===== config.mk =====
export PLATFORM = sky130hd
export DESIGN_NAME = wb_arbiter2
export DESIGN_NICKNAME = d
export VERILOG_FILES = /design/src/rtl/wb_arbiter2.sv
export SDC_FILE = /design/constraint.sdc
export NUM_CORES = 1
export LEC_CHECK = 0
export ABC_AREA = 1
export CORE_AREA = 2 2 123 125
export CTS_BUF_LIST = sky130_fd_sc_hd__clkbuf_4
export DETAILED_ROUTE_END_ITERATION = 6
export DIE_AREA = 0 0 125 127
export PLACE_DENSITY_LB_ADDON = 0.12
export SYNTH_ARGS = -nofsm -noshare
export SYNTH_HDL_FRONTEND = slang
export SYNTH_SLANG_ARGS = --single-unit

===== constraint.sdc =====
create_clock -name clk -period 2.35 [get_ports clk]
set_input_delay 0.47 -clock clk [delete_from_list [all_inputs] [get_ports clk]]
set_output_delay 0.47 -clock clk [all_outputs]
set_load 0.05 [all_outputs]

===== src/rtl/wb_arbiter2.sv =====
// Two-master Wishbone arbiter (round robin) with slave no-ack timeout and bus-error abort.
// Grant one cycle after cyc is seen in IDLE; data/ack paths combinational; a granted master holds the bus until it drops cyc.
module wb_arbiter2 #(
  parameter int TIMEOUT = 255
) (
  input  logic        clk,
  input  logic        rst,

  input  logic [31:0] m0_adr_i,
  input  logic [31:0] m0_dat_i,
  output logic [31:0] m0_dat_o,
  input  logic [3:0]  m0_sel_i,
  input  logic        m0_we_i,
  input  logic        m0_cyc_i,
  input  logic        m0_stb_i,
  output logic        m0_ack_o,
  output logic        m0_err_o,

  input  logic [31:0] m1_adr_i,
  input  logic [31:0] m1_dat_i,
  output logic [31:0] m1_dat_o,
  input  logic [3:0]  m1_sel_i,
  input  logic        m1_we_i,
  input  logic        m1_cyc_i,
  input  logic        m1_stb_i,
  output logic        m1_ack_o,
  output logic        m1_err_o,

  output logic [31:0] s_adr_o,
  output logic [31:0] s_dat_o,
  output logic [3:0]  s_sel_o,
  output logic        s_we_o,
  output logic        s_cyc_o,
  output logic        s_stb_o,
  input  logic [31:0] s_dat_i,
  input  logic        s_ack_i,

  output logic [1:0]  grant_o,
  output logic        timeout_o
);

  typedef enum logic [1:0] {
    IDLE   = 2'd0,
    GRANT0 = 2'd1,
    GRANT1 = 2'd2,
    ABORT  = 2'd3
  } state_t;

  localparam logic [7:0] TO_LAST = 8'(TIMEOUT - 1);

  state_t      state;
  state_t      state_nxt;
  logic        last_m1;
  logic [7:0]  to_cnt;
  logic        stb_wait;
  logic        to_hit;
  logic        m0_err_q;
  logic        m1_err_q;
  logic        timeout_q;

  // A strobe is outstanding when the granted master strobes and the slave has not answered.
  assign stb_wait = s_stb_o & ~s_ack_i;
  assign to_hit   = stb_wait & (to_cnt == TO_LAST);

  // State register
  always_ff @(posedge clk or negedge rst) begin
    if (!rst) begin
      state <= IDLE;
    end else begin
      state <= state_nxt;
    end
  end

  // Next-state logic
  always_comb begin
    state_nxt = state;
    case (state)
      IDLE: begin
        if (m0_cyc_i && m1_cyc_i) begin
          state_nxt = last_m1 ? GRANT0 : GRANT1;
        end else if (m0_cyc_i) begin
          state_nxt = GRANT0;
        end else if (m1_cyc_i) begin
          state_nxt = GRANT1;
        end
      end
      GRANT0: begin
        if (!m0_cyc_i) begin
          state_nxt = IDLE;
        end else if (to_hit) begin
          state_nxt = ABORT;
        end
      end
      GRANT1: begin
        if (!m1_cyc_i) begin
          state_nxt = IDLE;
        end else if (to_hit) begin
          state_nxt = ABORT;
        end
      end
      ABORT:   state_nxt = IDLE;
      default: state_nxt = IDLE;
    endcase
  end

  // Output logic
  always_comb begin
    grant_o = 2'b00;
    s_adr_o = m0_adr_i;
    s_dat_o = m0_dat_i;
    s_sel_o = m0_sel_i;
    s_we_o  = m0_we_i;
    s_cyc_o = 1'b0;
    s_stb_o = 1'b0;
    case (state)
      GRANT0: begin
        grant_o = 2'b01;
        s_cyc_o = m0_cyc_i;
        s_stb_o = m0_stb_i;
      end
      GRANT1: begin
        grant_o = 2'b10;
        s_adr_o = m1_adr_i;
        s_dat_o = m1_dat_i;
        s_sel_o = m1_sel_i;
        s_we_o  = m1_we_i;
        s_cyc_o = m1_cyc_i;
        s_stb_o = m1_stb_i;
      end
      default: begin
        grant_o = 2'b00;
      end
    endcase
  end

  assign m0_dat_o  = s_dat_i;
  assign m1_dat_o  = s_dat_i;
  assign m0_ack_o  = grant_o[0] & s_ack_i;
  assign m1_ack_o  = grant_o[1] & s_ack_i;
  assign m0_err_o  = m0_err_q;
  assign m1_err_o  = m1_err_q;
  assign timeout_o = timeout_q;

  // Round-robin memory: reset to m1 so m0 wins the first contention.
  always_ff @(posedge clk or negedge rst) begin
    if (!rst) begin
      last_m1 <= 1'b1;
    end else if (state == IDLE && state_nxt == GRANT0) begin
      last_m1 <= 1'b0;
    end else if (state == IDLE && state_nxt == GRANT1) begin
      last_m1 <= 1'b1;
    end
  end

  always_ff @(posedge clk or negedge rst) begin
    if (!rst) begin
      to_cnt <= 8'd0;
    end else if (state_nxt != state || (state != GRANT0 && state != GRANT1) || s_ack_i) begin
      to_cnt <= 8'd0;
    end else if (stb_wait) begin
      to_cnt <= to_cnt + 8'd1;
    end
  end

  // Error and timeout flags are registered so they line up with the one-cycle ABORT state.
  always_ff @(posedge clk or negedge rst) begin
    if (!rst) begin
      m0_err_q  <= 1'b0;
      m1_err_q  <= 1'b0;
      timeout_q <= 1'b0;
    end else begin
      m0_err_q  <= (state == GRANT0) && (state_nxt == ABORT);
      m1_err_q  <= (state == GRANT1) && (state_nxt == ABORT);
      timeout_q <= (state_nxt == ABORT);
    end
  end

  a_grant_onehot: assert property (@(posedge clk) disable iff (!rst) grant_o != 2'b11);
  a_abort_no_grant: assert property (@(posedge clk) disable iff (!rst) timeout_o |-> (grant_o == 2'b00 && !s_cyc_o));

endmodule


==> run metrics, run 1 <==
fin crit share 0.9404; vias in the first global route 2797; xor and xnor fraction of the mapped netlist area 0.02753; dpl ws 98.56 ps; worst reg-to-reg path cell count 13; Critical Path AT 1740 ps; commonest cells after routing, fill and taps aside nand2_1, clkdlybuf4s50_1, buf_4, inv_1, dfrtp_1; Critical R2R Launch state[0]; compound-gate portion of the synthesized area 0.02472; largest net degree at the start of global routing 37; total power draw 5395 uW; Yosys reg bits 14; number of antenna violations at the first check in global routing 0; Global Route Usage Sum 0.1354; Bufs on Longest Clock Path 2; Finished Layout Cells 727; RSZ-0062 raised after global routing no; Core Footprint 14420 um2; Core Util, Final 0.2947; CTS tree built; Rows 44; via count 2758; Sequential cell area 352.8 um2; Final Critical Period 2210 ps; share of cells above drive strength 1 0.2063; Required @ worst endpoint 1880 ps; power density cells 1269 nW/um2; # setup viols final 0; status finished, final reports clean; drt via density 3.794; largest family of logic cells by synthesized area simple AND/OR/NAND/NOR gates; Root Buffer clkbuf_4; Detailed Route WL 11.45 mm; clk_lat worst skew 280 ps; leakage 0.002100 uW; Post-Route Skew 7.024 ps; most common cell after layout, fill and taps aside nand2_1; hold crit path type flip-flop to flip-flop; crit path capture type primary output; mux contribution to synthesized area 0; area of the multi-input gates 1289 um2; Max Slew Vio Count 0; Simple-Gate Fraction of Synth Area 0.4815; Worst Hold Launch last_m1; Syn Inst Count 390; worst vdd ir 0.0005248 V; CTS buffer count 3; Post-Syn Area per Cell 5.711 um2; Die Ht 127 um; worst-margin pin slew 679.3 ps; Final ANT Viol Nets 0; # fillers 1672; Cell Area, Synth 2227 um2; DR iter-0 viols 92; worst r2r dst to_cnt[6]; area share of the largest cell type after synthesis 0.3792; Crit Path Class flip-flop to primary output; first-pass GRT wire length 16.64 mm; Final nets 727; CP max FO 17; Synth area leader nand2_1; Reg clk slew, reported paths 90 ps; wire per inst 15.74 um; H-tree levels 1; Post-DP HPWL 9.040 mm; Die ar. 15880 um2; buffers added on ports 222; Hold EP last_m1; Max Freq 452.5 MHz; DR pass1 iterations 4; io pins 319; Cell variety after synth 25; Max-cap violations 0; WHS Path Cells 2; Layout area overhead 90.84%; Initial Util 0.1544; ant diodes 0; Relative slew margins 0.5457; Final WS setup 140.1 ps; total grt overflow 0; synthesized net count 573; final hold violation count 0; register-to-register setup slack 360 ps; clk sinks 14; setup TNS 0 ps; CP Launch Type flip-flop; largest cells by area after synthesis nand2_1, buf_4, dfrtp_1; die extent in x 125 um; post-route DRC violation count 0; Yosys warning total 0; Post-Synth Adder-Cell Area 0.03371; Final Wtd Congestion 0.7678; Seq/Total Area, Yosys 0.1579; dpl cells 719
-- area by class of cell --
| cell class | count | area share |
|---|---|---|
| multi-input combinational | 278 | 0.3032 |
| timing repair buffer | 228 | 0.5361 |
| clock buffer | 3 | 0.005299 |
| tap | 184 | 0.05417 |
| clock inverter | 1 | 0.0008831 |
| sequential | 14 | 0.08301 |
| inverter | 19 | 0.01737 |
-- cell usage after synthesis --
| cell | count |
|---|---|
| nand2_1 | 225 |
| buf_4 | 65 |
| inv_1 | 18 |
| clkbuf_1 | 14 |
| dfrtp_1 | 13 |
| nor3_2 | 8 |
| nor2_1 | 7 |
| ha_1 | 6 |
| xor2_1 | 6 |
| nand2_2 | 5 |
| nand3_1 | 4 |
| o21ai_0 | 3 |
| a21oi_1 | 2 |
| nand2_4 | 2 |
| nand4_1 | 2 |
| dfstp_2 | 1 |
| inv_2 | 1 |
| nand3_4 | 1 |
| nor2_2 | 1 |
| nor2_4 | 1 |
| o211ai_1 | 1 |
| o21ai_1 | 1 |
| o21bai_2 | 1 |
| o22ai_1 | 1 |
| xnor2_1 | 1 |
-- logic make-up (layout without fill, tap and decap cells) --
kind of cell    count (synthesis)  count (layout)
simple gates                  256             256
buf+inv                        98             251
flops                          14              14
compound gates                  9               9
xor+xnor                        7               7
fa+ha+maj                       6               6
-- sequential cells by signal, indices dropped and copies added (netlist names) --
name	count
last_m1	1
m0_err_o	1
m1_err_o	1
state	2
timeout_o	1
to_cnt	8
-- layer usage --
layer / GRT usage / part of all wire
met1: 0.1475 / 0.36
met2: 0.2644 / 0.55
met3: 0.04481 / 0.085
met4: 0.01046 / 0.0015
met5: 0 / 0
-- metrics by stage --
| stage | area (um2) | hold WS [ps] |
|---|---|---|
| 6_report | 4250 | 500.8 |
| 5_1_grt | 4250 | 532.2 |
| 4_1_cts | 4235 | 502.0 |
| 3_5_place_dp | 4100 | 488.1 |
| 3_3_place_gp | 4100 | 497.0 |
| 2_1_floorplan | 2236 | 174.4 |
-- worst max-delay path, stage by stage, from the launching register on --
cell and delay, ps:
dfrtp_2 460, ha_4 200, inv_4 130, bufbuf_16 330, nand2_1 70, nand2_1 70, buf_4 200
-- where the power goes --
part / total, uW / leakage [uW] / internal [uW] / switching (uW)
sequential: 318 / 0.000187 / 287 / 31.1
combinational: 4930 / 0.00190 / 1590 / 3350
clock: 143 / 0.0000154 / 61.6 / 80.9
total: 5390 / 0.00210 / 1930 / 3460
-- worst max-delay path by stage --
stage                         from          end  slack, ps  depth (start not counted)
final                     state[1]  s_dat_o[21]        140                          6
after global routing      state[1]      s_cyc_o         10                          7
after CTS                 state[0]  s_adr_o[24]          7                          7
after detailed placement  state[0]    to_cnt[5]        100                         13
after global placement    m1_cyc_i      s_cyc_o        170                          6
after floorplan           state[0]      s_cyc_o         30                          7
-- timing repair --
action / in CTS / in global routing
endpoints found under the hold margin: 0 / 0
gates resized for setup: 3 / 5
cloned: 3 / 0
setup endpoints to repair: 38 / 51
setup buffers: 1 / 0
hold buffers: 0 / 0
No activity file was read; power rests on OpenSTA's default activity.
==> run 2: changes to the inputs <==
--- a/config.mk
+++ b/config.mk
@@ -8,6 +8,7 @@
 export ABC_AREA = 1
 export CORE_AREA = 2 2 123 125
 export CTS_BUF_LIST = sky130_fd_sc_hd__clkbuf_4
+export CTS_CLUSTER_DIAMETER = 100
 export DETAILED_ROUTE_END_ITERATION = 6
 export DIE_AREA = 0 0 125 127
 export PLACE_DENSITY_LB_ADDON = 0.12
==> results of run 2 <==
Same layout as run 1: the final DEF is identical, and so are final timing and power.
